<file path="src/rtl/wr_ptr_ctrl_gray.sv">
// Write-side pointer controller for a dual-clock FIFO: binary/Gray write pointer, read-pointer synchroniser, full/almost-full/count/overflow.
// Latency: memWrEn/wrAddr combinational; flags and count registered on the accepting edge; read-side frees visible SYNC_STAGES+1 edges later.
// Backpressure: writes are refused while fifoFull is high; a refused write sets the sticky overflow flag and moves no pointer.
module wr_ptr_ctrl_gray #(
  parameter int ADDR_W      = 4,
  parameter int SYNC_STAGES = 2
) (
  input  logic              wrClk,
  input  logic              wrRst,
  input  logic              wrEn,
  input  logic [ADDR_W:0]   rdPtrGray,
  input  logic [ADDR_W:0]   almostFullThresh,
  input  logic              overflowClr,
  output logic              memWrEn,
  output logic [ADDR_W-1:0] wrAddr,
  output logic [ADDR_W:0]   wrPtrGray,
  output logic              fifoFull,
  output logic              almostFull,
  output logic [ADDR_W:0]   wrCount,
  output logic              overflow
);

  localparam int PW = ADDR_W + 1;

  logic [PW-1:0] wrBin;
  logic [PW-1:0] wrBinNext;
  logic [PW-1:0] wrGrayNext;
  logic [PW-1:0] rdGraySync;
  logic [PW-1:0] rdBinSync;
  logic [PW-1:0] fullGray;
  logic [PW-1:0] fillNext;
  logic [PW-1:0] syncQ [SYNC_STAGES];

  // Accept a write only when not full and not in reset; address is the low bits of the binary pointer
  always_comb begin
    memWrEn    = wrEn & ~fifoFull & ~wrRst;
    wrAddr     = wrBin[ADDR_W-1:0];
    wrBinNext  = wrBin + PW'(memWrEn);
    wrGrayNext = wrBinNext ^ (wrBinNext >> 1);
  end

  // Read pointer crosses into the write domain through a plain flop chain (Gray code keeps it single-bit per step)
  always_ff @(posedge wrClk or posedge wrRst) begin
    if (wrRst) begin
      for (int i = 0; i < SYNC_STAGES; i++) syncQ[i] <= '0;
    end else begin
      syncQ[0] <= rdPtrGray;
      for (int i = 1; i < SYNC_STAGES; i++) syncQ[i] <= syncQ[i-1];
    end
  end

  // Gray-to-binary of the synchronised read pointer; full pattern is read pointer with top two bits inverted
  always_comb begin
    rdGraySync = syncQ[SYNC_STAGES-1];
    for (int i = 0; i < PW; i++) rdBinSync[i] = ^(rdGraySync >> i);
    fullGray = {~rdGraySync[ADDR_W:ADDR_W-1], rdGraySync[ADDR_W-2:0]};
    fillNext = wrBinNext - rdBinSync;
  end

  // Pointers, flags and count all update from next-state values so full asserts on the filling edge
  always_ff @(posedge wrClk or posedge wrRst) begin
    if (wrRst) begin
      wrBin      <= '0;
      wrPtrGray  <= '0;
      fifoFull   <= 1'b0;
      almostFull <= 1'b0;
      wrCount    <= '0;
    end else begin
      wrBin      <= wrBinNext;
      wrPtrGray  <= wrGrayNext;
      fifoFull   <= (wrGrayNext == fullGray);
      almostFull <= (almostFullThresh != '0) && (fillNext >= almostFullThresh);
      wrCount    <= fillNext;
    end
  end

  // Sticky overflow: a write attempt while full sets it, and set beats a simultaneous clear
  always_ff @(posedge wrClk or posedge wrRst) begin
    if (wrRst) begin
      overflow <= 1'b0;
    end else if (wrEn && fifoFull) begin
      overflow <= 1'b1;
    end else if (overflowClr) begin
      overflow <= 1'b0;
    end
  end

endmodule

</file>
<file path="config.mk">
export PLATFORM = sky130hd
export DESIGN_NAME = wr_ptr_ctrl_gray
export DESIGN_NICKNAME = d
export VERILOG_FILES = /design/src/rtl/wr_ptr_ctrl_gray.sv
export SDC_FILE = /design/constraint.sdc
export NUM_CORES = 1
export LEC_CHECK = 0
export CAP_MARGIN = 20
export CORE_UTILIZATION = 61
export CTS_CLUSTER_SIZE = 20
export DETAILED_ROUTE_END_ITERATION = 12
export DONT_BUFFER_PORTS = 1
export PLACE_DENSITY = 0.77
export SLEW_MARGIN = 0
export SYNTH_ARGS = -nofsm -noshare
export SYNTH_HDL_FRONTEND = slang
export SYNTH_SLANG_ARGS = --single-unit
export TNS_END_PERCENT = 100
</file>
<file path="constraint.sdc">
create_clock -name wrClk -period 3.5 [get_ports wrClk]
set_input_delay 0.35 -clock wrClk [delete_from_list [all_inputs] [get_ports wrClk]]
set_output_delay 0.35 -clock wrClk [all_outputs]
set_load 0.005 [all_outputs]
</file>
==> impl_metrics.csv <==
group,metric,value,unit
status,status,"finished, final reports clean",
detailed_routing,drt_iter0_drc,18,
grt,grt_util_met1,24.6,%
timing,fin_crit,3100,ps
logic_synthesis,synth.most_common_cell,"dfrtp_1",
clock_network,root_buffer,"clkbuf_4",
clock_network,cts_max_level,1,
logic_synthesis,syn-num-nets,131,
timing,relSlewSlack,70.1,%
grt,first_global_vias,650,
setup_path,cp_max_fo,5,
logic_synthesis,synth_seq_cells,27,
cells_and_area,syn2layout_area_growth,6.58,%
die,row_count,16,
timing,final.setup.tns,0,ps
setup_path,crit_path_frequent_cell,"ha_1",
die,core-area,1980,µm²
setup_path,cp.depth,10,
setup_path,r2r_cells,10,
grt,grt.busiest_layer,"met2",
grt,grt_max_degree,28,
grt,antenna_found_initial,0,
grt,gr-usage-met2,30.5,%
logic_synthesis,synth_top_area_share,52.3,%
cells_and_area,fin_nets,135,
logic_synthesis,synth_area_leaders,"dfrtp_1 (52%), ha_1 (11%), xnor2_1 (7.5%)",
logic_synthesis,synth_simple_gate_area_share,8.42,%
setup_path,crit_path_end_kind,"register",
logic_synthesis,synth-async-reset-ratio,100,%
logic_synthesis,synth_mux_area_share,0,%
setup_path,reg2reg_slack,400,ps
timing,fmax,323,MHz
detailed_routing,vias,720,
setup_path,critPathLaunch,"fifoFull",
setup_path,path_class,"register to register",
logic_synthesis,synthAdderAreaFrac,12.2,%
setup_path,worstReg2RegStart,"fifoFull",
grt,grt_util_met3,3.40,%
power_and_ir_drop,p_leak,0.642,nW
grt,grtUsageTotal,18.6,%
power_and_ir_drop,peakVddDrop,593,µV
setup_path,startpoint_type,"register",
clock_network,clkLatencyLatePin,330,ps
detailed_routing,viasPerCell,5.33,
logic_synthesis,ys.flop_type,"dfrtp_1",
timing,fin_hold_ws,33.4,ps
cells_and_area,fillers,138,
detailed_routing,firstDrtPassIters,3,
grt,grt_first_pass_wirelength,2840,µm
grt,overflow,0,
detailed_routing,drt_wl_total,2050,µm
die,pin_count,32,
timing,worstMarginPinSlew,449,ps
setup_path,cp_cell_sequence,"nor3b_1, ha_1, ha_1, xor2_4, ha_1, a221oi_1, xnor2_1, ha_1, o21ai_0, a21oi_1",
timing,skew,7.56,ps
flow_run,max_cap_violations,0,
logic_synthesis,synth_common_cells,"dfrtp_1 (27), ha_1 (11), inv_1 (11), xnor2_1 (11), xor2_1 (7)",
setup_path,cpMaxStageDelayCell,"dfrtp_1",
timing,final-hold-violation-count,0,
die,die_w,48.0,µm
place,place_area,1310,µm²
setup_path,cpPeakStageDelay,440,ps
die,start_util,65.2,%
die,dieArea,2310,µm²
clock_network,clk_pin_slew_worst_paths,140,ps
place,hpwl,1420,µm
die,die_h,48.0,µm
logic_synthesis,syn_inst,105,
hold_path,min_path_type,"primary input to register",
logic_synthesis,synthXorXnorAreaFrac,18.6,%
detailed_routing,drc_errors,0,
setup_path,crit_buf_inv,0,
setup_path,endpoint,"almostFull",
logic_synthesis,yosys_warnings,0,
cells_and_area,layout-drive-gt1-share,7.41,%
clock_network,cts_inserted_buffers,3,
clock_network,postCtsSetupBuffers,0,
logic_synthesis,synth_top_family_by_area,"XOR/XNOR gates",
logic_synthesis,synth_top_area_cell,"dfrtp_1",
setup_path,crit_required,3730,ps
setup_path,critPathTopFamily,"adder cells",
cells_and_area,fin_area,1380,µm²
logic_synthesis,avgSynthCellArea,12.3,µm²
timing,rsz0062_at_grt,"no",
logic_synthesis,synth_area,1290,µm²
cells_and_area,antennaDiodeCount,0,
place,gp_congestion,0.775,
power_and_ir_drop,p_per_area,921,nW/µm²
setup_path,timing.rr.end,"almostFull",
setup_path,worstPathArrival,3330,ps
detailed_routing,ant_nets,0,
logic_synthesis,synth_cell_type_count,27,
logic_synthesis,seq_area_frac_synth,52.3,%
clock_network,cts_tree,"yes",
detailed_routing,wl_per_cell,15.2,µm
timing,fin_crit_sh,88.5,%
logic_synthesis,synth_compound_area_share,4.36,%
timing,slew_viol_final,0,
clock_network,clock-sinks,27,
timing,setup_viol,0,
logic_synthesis,synth_edf_count,0,
place,io_buffers,0,
clock_network,cts_buffer_depth,2,
sequential cells by signal, summed over array words and instances, names as in the netlist:
name	flops
syncQ	5
wrPtrGray	4
fifoFull	1
wrCount	5
almostFull	1
wrBin	5
rdGraySync	5
overflow	1
cells in the final DEF (no fill, tap or decap), drive strengths merged:
| cell | count |
|---|---|
| a21boi | 1 |
| a21oi | 3 |
| a221oi | 2 |
| buf | 1 |
| clkbuf | 4 |
| dfrtp | 27 |
| dlygate4sd3 | 1 |
| fa | 1 |
| ha | 11 |
| inv | 11 |
| nand2 | 6 |
| nand2b | 1 |
| nand3 | 2 |
| nor2 | 4 |
| nor2b | 3 |
| nor3 | 2 |
| nor3b | 1 |
| nor4 | 1 |
| o21ai | 2 |
| o22ai | 1 |
| or4 | 1 |
| xnor2 | 12 |
| xnor3 | 1 |
| xor2 | 9 |
worst min path at each step:
stage / start / to / slack (ps) / depth (start not counted)
2_1_floorplan: syncQ[5] / rdGraySync[0] / 330 / 0
3_3_place_gp: syncQ[7] / rdGraySync[2] / 330 / 0
3_5_place_dp: syncQ[8] / rdGraySync[3] / 340 / 0
4_1_cts: rdPtrGray[2] / syncQ[7] / 40 / 0
5_1_grt: rdPtrGray[4] / syncQ[9] / 20 / 0
6_report: rdPtrGray[0] / syncQ[5] / 30 / 0
power breakdown:
part | internal, mW | switching, mW
Clock | 0.0447 | 0.0920
Combinational | 0.290 | 0.324
Sequential | 0.421 | 0.0980
repair_timing:
action / in CTS / in global routing
endpoints found under the hold margin: 0 / 2
gates resized for setup: 0 / 0
hold buffers: 0 / 1
cells by family after synthesis:
group                    after synthesis
flip-flops                            27
AND/OR/NAND/NOR                       21
buffers and inverters                 14
AO/OA/AOI/OAI                          9
adder cells (fa/ha/maj)               12
XOR/XNOR                              22
final cells by class:
class,instances,area [µm²],area share (%)
multi-input cells,64,563,40.9
repair buffers,2,37.5,2.72
clock buffers,4,26.3,1.91
well taps,27,33.8,2.45
flip-flops and latches,27,676,49.0
inverters,11,41.3,3.00
metrics by stage:
step	power, mW	setup slack [ps]	instances	utilization [%]
after floorplan	1.01	783	105	-
after global placement	1.10	534	129	66.3
after detailed placement	1.13	509	129	66.3
after CTS	1.27	469	133	67.6
after global routing	1.39	101	135	69.5
final	1.27	404	135	69.5
per-layer routing:
| metal | routed length (µm) | vias up |
|---|---|---|
| li1 | - | 340 |
| met1 | 950 | 351 |
| met2 | 973 | 25 |
| met3 | 93 | 4 |
| met4 | 29 | 0 |
| met5 | 0 | - |
Note: power is estimated with default switching activity, not from simulation.
==> patch: new RTL, same flow settings <==
Reset style: synchronous (`wrRst`), changed in 3 clocked blocks.
--- a/src/rtl/wr_ptr_ctrl_gray.sv
+++ b/src/rtl/wr_ptr_ctrl_gray.sv
@@ -41,5 +41,5 @@
 
   // Read pointer crosses into the write domain through a plain flop chain (Gray code keeps it single-bit per step)
-  always_ff @(posedge wrClk or posedge wrRst) begin
+  always_ff @(posedge wrClk) begin
     if (wrRst) begin
       for (int i = 0; i < SYNC_STAGES; i++) syncQ[i] <= '0;
@@ -59,5 +59,5 @@
 
   // Pointers, flags and count all update from next-state values so full asserts on the filling edge
-  always_ff @(posedge wrClk or posedge wrRst) begin
+  always_ff @(posedge wrClk) begin
     if (wrRst) begin
       wrBin      <= '0;
@@ -76,5 +76,5 @@
 
   // Sticky overflow: a write attempt while full sets it, and set beats a simultaneous clear
-  always_ff @(posedge wrClk or posedge wrRst) begin
+  always_ff @(posedge wrClk) begin
     if (wrRst) begin
       overflow <= 1'b0;
Behaviour: differs if wrRst is asserted again (counterexample within 4 cycles, from zero or initial values and one cycle with wrRst high); with wrRst held inactive, the same outputs for 10 cycles.
==> patch against the unedited design <==
Global-route usage grew 0.069 points; clock skew fell by 0.0048 ns; critical endpoint is now almostFull$_SDFF_PP0_; final area fell by 4.0%; hold slack improved by 0.039 ns; setup slack worse by 0.087 ns; wire length increased by 0.93%; via count is 12% higher; area after synthesis decreased by 1.9%; synthesized cell count is 22% higher; sequential cell count stayed put.
Power is not compared: it rests on default switching activity, and its combinational part moved more than twofold at a synthesized area within 25%.
==> patch: results (changes against the unedited design) <==
[placement]
gpl.final_weighted_congestion = 0.7587  ; -2.1%
place.detailed.instances = 152  ; +18%
hpwl_microns = 1597  ; +13%
detailedPlace.worstSlack_ns = 0.3073  ; -0.2013 ns

[yosys]
synthTopCellsByCount = 27 x dfxtp_1, 14 x nor2b_1, 13 x nor2_1
syn_inst = 128  ; +22%
yosys_most_used_dff = dfxtp_1
synth_seq_area_share_pct = 42.65  ; -9.6 points
yosys_warnings = 0  ; unchanged
synth.net_count = 154  ; +18%
postSynth.asyncResetShare_pct = 0  ; -100 points
synthTopCellsByArea = dfxtp_1 43%, ha_1 11%, xnor2_1 8.3%

[timing]
max_slew_margin_pct = 74.33  ; +4.3 points
setup_skew_after_layout_ns = 0.002790  ; -0.004766 ns

[grt]
grt_pass1_wl_microns = 2939  ; +3.7%
vias_in_the_first_global_route = 726  ; +12%
grt_util_all_layers_pct = 18.65  ; +0.069 points
grt_max_degree = 29  ; +3.6%

[routing]
via_per_inst = 5.147  ; -3.5%
wirelength_microns = 2065  ; +0.93%
detail_route.first_pass.iterations = 2  ; -1
count_of_routing_violations_after_the_opening_detailed_route_iteration = 6  ; -12

[worst_hold_path]
worstHoldStart = wrRst

[run_status]
outcome = finished clean

[setup_path]
arrival_ns = 3.39  ; +0.06 ns

[layout]
fill_cells = 186  ; +35%
drive_above_1_share_pct = 5.426  ; -2.0 points

## patch: cells by family after synthesis
logic type / share of synthesized area [%]
AO/OA/AOI/OAI: 6.021
XOR/XNOR: 18.26
AND/OR/NAND/NOR: 16.68
adder cells (fa/ha/maj): 12.44
buffers and inverters: 3.948
flip-flops: 42.65
## patch: area by class of cell
class	instances	area share (%)
Clock buffer	3	1.703
Clock inverter	1	0.5676
Inverter	9	2.554
Multi-Input combinational cell	88	51.18
Sequential cell	27	40.87
Tap cell	27	2.554
Timing Repair Buffer	1	0.5676
## patch: critical path, stage by stage (launching register included)
cell and delay (ns):
dfxtp_1 0.46, xnor3_1 0.41, xor2_1 0.28, xnor2_1 0.12
ha_1 0.21, fa_1 0.39, nand2b_1 0.15, o21ai_1 0.15
xor2_1 0.23, ha_1 0.22, nor2_1 0.05, a2111oi_0 0.39
## patch: report_power, final
part	internal [mW]	switching [mW]
clock network	0.0436	0.0916
registers	0.331	0.0131
logic	0.0652	0.0648
total	0.440	0.169
## patch: final timing paths
kind / to / slack [ns] / cells after the start
setup reg to reg: almostFull$_SDFF_PP0_ / 0.32 / 11
hold reg to reg: syncQ[0][8]$_SDFF_PP0_ / 0.45 / 1
hold / removal: wrCount[1]$_SDFF_PP0_ / 0.07 / 1
setup / recovery: almostFull$_SDFF_PP0_ / 0.32 / 11
## patch: through the flow
| step | hold WS [ns] | area (sq um) |
|---|---|---|
| 2_1_floorplan | 0.4138 | 1267 |
| 3_3_place_gp | 0.4185 | 1292 |
| 3_5_place_dp | 0.4242 | 1292 |
| 4_1_cts | 0.05928 | 1323 |
| 5_1_grt | 0.05116 | 1323 |
| 6_report | 0.07273 | 1323 |
## patch: layer usage
| layer | wire length (microns) | GRT usage (%) | vias up |
|---|---|---|---|
| met3 | 68 | 3.396 | 2 |
| met1 | 880 | 20.42 | 372 |
| li1 | - | - | 407 |
| met2 | 1107 | 36.44 | 22 |
| met5 | 0 | 0 | - |
| met4 | 9 | 5.000 | 0 |
